## config.mk

```make
export PLATFORM = sky130hd
export DESIGN_NAME = dmem_arbiter
export DESIGN_NICKNAME = d
export VERILOG_FILES = /design/src/rtl/dmem_pkg.sv /design/src/rtl/dmem_arbiter.sv
export SDC_FILE = /design/constraint.sdc
export NUM_CORES = 1
export LEC_CHECK = 0
export CAP_MARGIN = 15
export CORE_MARGIN = 8
export CORE_UTILIZATION = 20
export CTS_CLUSTER_DIAMETER = 200
export DETAILED_ROUTE_END_ITERATION = 8
export PLACE_DENSITY = 0.81
export SETUP_SLACK_MARGIN = 0.02
export SLEW_MARGIN = 20
export SYNTH_ARGS = -nofsm -noshare
export SYNTH_HDL_FRONTEND = slang
export SYNTH_SLANG_ARGS = --single-unit
```

## constraint.sdc

```tcl
create_clock -name clk -period 2.2 [get_ports clk]
set_input_delay 0.33 -clock clk [delete_from_list [all_inputs] [get_ports clk]]
set_output_delay 0.33 -clock clk [all_outputs]
set_load 0.005 [all_outputs]
```

## src/rtl/dmem_pkg.sv

```systemverilog
// Shared data-memory constants and types for the dmem arbiter and its parent.
// Latency: n/a (declarations only).
// Backpressure: n/a.
package dmem_pkg;

   // Default geometry: 8 KiB data memory of 32-bit words.
   localparam int DMEMADDRBITS = 13;
   localparam int DMEMWORDBITS = 2;
   localparam int AW           = DMEMADDRBITS - DMEMWORDBITS;
   localparam int DBITS        = 8 << DMEMWORDBITS;

   // Longest run of lost contended cycles port 1 tolerates before it is forced in.
   localparam int STARVELIMIT  = 4;

   typedef enum logic {
      PORT0 = 1'b0,
      PORT1 = 1'b1
   } port_e;

   // Which port (if any) owns the read data returning from memory this cycle.
   typedef struct packed {
      logic  valid;
      port_e port;
   } rdtrack_t;

   // Width needed for a counter that must be able to hold 'limit'.
   function automatic int cnt_bits(input int limit);
      return (limit < 1) ? 1 : $clog2(limit + 1);
   endfunction

endpackage

```

## src/rtl/dmem_arbiter.sv

```systemverilog
// Two-port arbiter in front of a single-port synchronous data memory (port 0 = CPU, port 1 = IO/DMA).
// Latency: grant is combinational in the request cycle; read data returns with rvalid one cycle after grant.
// Backpressure: requester holds req/we/addr/wdata until gnt; port 0 has priority, port 1 is forced in after STARVELIMIT lost cycles.
//
// Ports:
//   clk, reset                 clock (posedge) and asynchronous active-high reset
//   pN_req/we/addr/wdata       request, write enable, word address, write data of port N
//   pN_gnt                     access accepted this cycle (at most one port)
//   pN_rvalid                  read data for port N is on rdata this cycle
//   rdata                      read data, zero when neither rvalid is high
//   mem_wrtEn/mem_addr/mem_in  command to the memory, sourced from the granted port
//   mem_out                    memory read data, one cycle after the address was issued
module dmem_arbiter #(
   parameter int DMEMADDRBITS = dmem_pkg::DMEMADDRBITS,
   parameter int DMEMWORDBITS = dmem_pkg::DMEMWORDBITS,
   parameter int DBITS        = 8 << DMEMWORDBITS,
   parameter int STARVELIMIT  = dmem_pkg::STARVELIMIT
) (
   input  logic                                 clk,
   input  logic                                 reset,

   input  logic                                 p0_req,
   input  logic                                 p0_we,
   input  logic [DMEMADDRBITS-DMEMWORDBITS-1:0] p0_addr,
   input  logic [DBITS-1:0]                     p0_wdata,
   output logic                                 p0_gnt,
   output logic                                 p0_rvalid,

   input  logic                                 p1_req,
   input  logic                                 p1_we,
   input  logic [DMEMADDRBITS-DMEMWORDBITS-1:0] p1_addr,
   input  logic [DBITS-1:0]                     p1_wdata,
   output logic                                 p1_gnt,
   output logic                                 p1_rvalid,

   output logic [DBITS-1:0]                     rdata,

   output logic                                 mem_wrtEn,
   output logic [DMEMADDRBITS-DMEMWORDBITS-1:0] mem_addr,
   output logic [DBITS-1:0]                     mem_in,
   input  logic [DBITS-1:0]                     mem_out
);

   import dmem_pkg::*;

   localparam int CNTW = cnt_bits(STARVELIMIT);
   localparam logic [CNTW-1:0] CNT_MAX = CNTW'(STARVELIMIT);

   logic [CNTW-1:0] starve_cnt;
   logic            p1_force;
   logic            p1_win;
   logic            rd_grant;
   rdtrack_t        rd_trk;

   // ------------------------------------------------------------------
   // Arbitration. Port 0 wins ties unless port 1 has already lost
   // STARVELIMIT cycles in a row. Grants are held low through reset so the
   // memory never sees a command while the tracking state is being cleared.
   // ------------------------------------------------------------------
   always_comb begin
      p1_force = (starve_cnt == CNT_MAX);
      p1_win   = p1_req && (!p0_req || p1_force);
      p1_gnt   = !reset && p1_win;
      p0_gnt   = !reset && p0_req && !p1_win;
   end

   // ------------------------------------------------------------------
   // Memory command mux. Address/data follow port 0 when nothing is granted;
   // only the write enable needs to be qualified.
   // ------------------------------------------------------------------
   always_comb begin
      mem_addr  = p1_gnt ? p1_addr  : p0_addr;
      mem_in    = p1_gnt ? p1_wdata : p0_wdata;
      mem_wrtEn = (p0_gnt && p0_we) || (p1_gnt && p1_we);
      rd_grant  = (p0_gnt && !p0_we) || (p1_gnt && !p1_we);
   end

   // ------------------------------------------------------------------
   // Starvation counter: counts consecutive cycles port 1 waits. A withdrawn
   // request restarts the count, so a later request waits the full limit.
   // Saturation is defensive: at the limit port 1 always wins.
   // ------------------------------------------------------------------
   always_ff @(posedge clk or posedge reset) begin
      if (reset) begin
         starve_cnt <= '0;
      end else if (!p1_req || p1_gnt) begin
         starve_cnt <= '0;
      end else if (!p1_force) begin
         starve_cnt <= starve_cnt + CNTW'(1);
      end
   end

   // ------------------------------------------------------------------
   // Read tracking: remembers which port issued last cycle's read so the
   // memory's one-cycle-late data is steered to the right requester. One
   // entry is enough because memory latency is exactly one cycle, which lets
   // alternating reads from both ports run every cycle.
   // ------------------------------------------------------------------
   always_ff @(posedge clk or posedge reset) begin
      if (reset) begin
         rd_trk <= '{valid: 1'b0, port: PORT0};
      end else begin
         rd_trk.valid <= rd_grant;
         rd_trk.port  <= p1_gnt ? PORT1 : PORT0;
      end
   end

   always_comb begin
      p0_rvalid = rd_trk.valid && (rd_trk.port == PORT0);
      p1_rvalid = rd_trk.valid && (rd_trk.port == PORT1);
      // Zeroed when idle so rdata is clean during and right after reset.
      rdata     = rd_trk.valid ? mem_out : '0;
   end

endmodule

```

==> results.sh, run 1 <==
export IMPL_numCtsBuffers=3
export IMPL_cp_top_family="buffers and inverters"
export IMPL_top_layer_used="met4"
export IMPL_drtAntennaViolNets=0
export IMPL_die_h_um=88.15
export IMPL_crit_buf_inv=6
export IMPL_yosysSeqAreaShare_pct=12.02
export IMPL_clk_pin_slew_worst_paths_ns=0.03
export IMPL_io_buffers=203
export IMPL_layout_cells_most_common="clkdlybuf4s50_1"
export IMPL_rsz0062_at_grt="yes"
export IMPL_grt_max_degree=35
export IMPL_grt_total_usage_pct=18.22
export IMPL_status="finished with violations"
export IMPL_wl_met3_um=1227
export IMPL_min_path_type="in2async"
export IMPL_netlist_area_mm2=0.001041
export IMPL_fin_setup_tns_ns=-0.8208
export IMPL_drt_first_pass_iters=4
export IMPL_fin_worst_skew_ns=0.001303
export IMPL_synth_area_per_cell_um2=9.052
export IMPL_drv_slew=0
export IMPL_drive_gt1_share_pct=37.46
export IMPL_synthDistinctLibCells=18
export IMPL_r2r_cells=9
export IMPL_arrival_ns=1.95
export IMPL_core_mm2=0.005075
export IMPL_fin_area_mm2=0.003580
export IMPL_vias=1789
export IMPL_n_antenna_cell=0
export IMPL_dieArea_mm2=0.007770
export IMPL_final_cells=417
export IMPL_dpl_hpwl_um=6497
export IMPL_crit_path_frequent_cell="buf_6"
export IMPL_grt_pass1_wl_um=10670
export IMPL_vdd_drop_max_v=0.0001648
export IMPL_wl_met1_um=2561
export IMPL_relSlewSlack_pct=82.60
export IMPL_cp_depth=10
export IMPL_required_ns=1.87
export IMPL_finalCritPeriodShare_pct=103.6
export IMPL_cts_sinks=5
export IMPL_ys_seq_elements=5
export IMPL_layout_nets=474
export IMPL_cp_cell_sequence="inv_2 -> ha_4 -> nand2_4 -> a21oi_4 -> buf_6 -> buf_6 -> buf_16 -> buf_6 -> mux2_4 -> buf_6"
export IMPL_ctsLongestPathBuffers=2
export IMPL_start_util_pct=20.51
export IMPL_drcViolationCount=0
export IMPL_max_cap_violations=0
export IMPL_placed_cells=393
export IMPL_wl_um=8060
export IMPL_power_leakage_nw=1.563
export IMPL_viasPerCell=4.290
export IMPL_cp_start_kind="register"
export IMPL_final_util_pct=70.54
export IMPL_cts_tree="built"
export IMPL_cp_max_fo=7
export IMPL_worstSetupEndpointType="output port"
export IMPL_routabilityCongestion=0.8114
export IMPL_period_needed_ns=2.280
export IMPL_drtIter0Drc=22
export IMPL_crit_type="reg2out"
export IMPL_fmax_mhz=438.7
export IMPL_failed_checks="negative setup slack"
export IMPL_routedWlPerCell_um=19.33
export IMPL_area_growth_syn_to_layout_pct=243.9
export IMPL_syn_inst=115
export IMPL_ctsHoldBuffers=0
export IMPL_cp_slowest_stage_delay_ns=0.38
export IMPL_clock_latency_ns=0.22
export IMPL_yosys_warnings=0
export IMPL_grt_pass1_vias=2015
export IMPL_slowest_stage="dfrtp_1"
export IMPL_num_fill_cells=380
export IMPL_tightest_slew_ns=0.2583
export IMPL_setup_slack_ns=-0.07971
export IMPL_dpl_instance_area_mm2=0.003207
export IMPL_layout_common_cells="clkdlybuf4s50_1, buf_6, and2_1"
export IMPL_hold_viol=0
export IMPL_io_pins=204
export IMPL_power_density_mw_per_mm2=249.1
export IMPL_placementRows=26
export IMPL_grt_overflow=0
export IMPL_dr_wl_met2_um=4127
export IMPL_setup_viol=18
export IMPL_synth_nets=241
export IMPL_antenna_found_initial=0
export IMPL_die_w_um=88.15
export IMPL_htreeDepth=1
export IMPL_cts_root_buf="clkbuf_8"
[registers in the layout, indices dropped and copies added, names as in the netlist]
signal,cells
rd_trk,2
starve_cnt,3
[final cells by class]
type	instances	area (µm²)	area share, %
inverter	5	18.77	0.5243
multi-input combinational	98	955.9	26.70
timing repair buffer	235	2347	65.57
sequential	5	125.1	3.495
clock buffer	4	45.04	1.258
tap	70	87.58	2.447
[routing by layer]
metal	global-route usage (%)	up-vias
li1	-	862
met1	15.79	777
met2	35.02	139
met3	9.287	11
met4	6.144	0
met5	0	-
[timing repair]
action	CTS	global route
pin swaps	2	2
endpoints found under the hold margin	0	0
setup buffers	15	2
setup endpoints to repair	46	45
resized for setup	207	40
gates cloned	3	1
[kinds of logic after synthesis]
kind of cell               synth area share, %
DFF                                      12.02
AOI/OAI and AO/OA                        6.011
adders and majority gates                2.403
and+or+nand+nor                          25.84
buffers and inverters                    7.211
muxes                                    46.51
[worst register-to-register path: cells and delay by family, from the launching register on]
family	cells	cell delay (ns)
buffers and inverters	5	0.58
flip-flops	1	0.35
AO/OA/AOI/OAI	2	0.29
adder cells (fa/ha/maj)	1	0.17
AND/OR/NAND/NOR	1	0.07
[metrics by stage]
stage | setup slack, ns | hold slack (ns) | total power [W]
floorplan | 0.3032 | 0.1138 | 0.0002366
global placement | -0.2928 | 0.5401 | 0.0006521
detailed placement | -0.2995 | 0.5491 | 0.0006588
CTS | -0.06286 | 0.3770 | 0.0008474
global route | -0.1445 | 0.4069 | 0.0009486
finish | -0.07971 | 0.3944 | 0.0008916
[power breakdown]
| group | internal [W] | switching, W | total [W] |
|---|---|---|---|
| Clock | 0.000124 | 0.0000441 | 0.000168 |
| Combinational | 0.000452 | 0.000170 | 0.000622 |
| Sequential | 0.0000977 | 0.00000321 | 0.000101 |
| Total | 0.000674 | 0.000217 | 0.000892 |
[worst paths after layout]
check	startpoint	end	slack [ns]
min reg2reg	starve_cnt[1]	starve_cnt[1]	0.67
min in group clk	starve_cnt[1]	starve_cnt[1]	0.67
max in group asynchronous	reset	rd_trk[0]	1.70
max	starve_cnt[0]	mem_in[27]	-0.08
min	reset	starve_cnt[2]	0.39
max reg2reg	starve_cnt[0]	rd_trk[1]	0.64
[cells in the mapped netlist]
cell | n | share of area, %
mux2_2 | 43 | 47
and2_1 | 33 | 20
dfrtp_1 | 5 | 12
inv_1 | 5 | 1.8
nand2_1 | 5 | 1.8
buf_6 | 4 | 4.3
clkbuf_1 | 3 | 1.1
a22o_1 | 2 | 1.7
ha_1 | 2 | 2.4
nand2b_1 | 2 | 1.2
nand3_1 | 2 | 0.96
o21ai_0 | 2 | 0.96
o22ai_1 | 2 | 1.2
a21oi_4 | 1 | 1.6
a31oi_1 | 1 | 0.60
and3_1 | 1 | 0.60
nor2b_1 | 1 | 0.60
or3b_2 | 1 | 0.84
Power figures use the tool's default switching activity.
==> run 2, diff against run 1 <==
--- a/config.mk
+++ b/config.mk
@@ -9,6 +9,7 @@
 export CORE_MARGIN = 8
 export CORE_UTILIZATION = 20
 export CTS_CLUSTER_DIAMETER = 200
+export CTS_CLUSTER_SIZE = 28
 export DETAILED_ROUTE_END_ITERATION = 8
 export PLACE_DENSITY = 0.81
 export SETUP_SLACK_MARGIN = 0.02
==> results of run 2 <==
No change in the layout: final DEF, timing and power equal those of run 1.
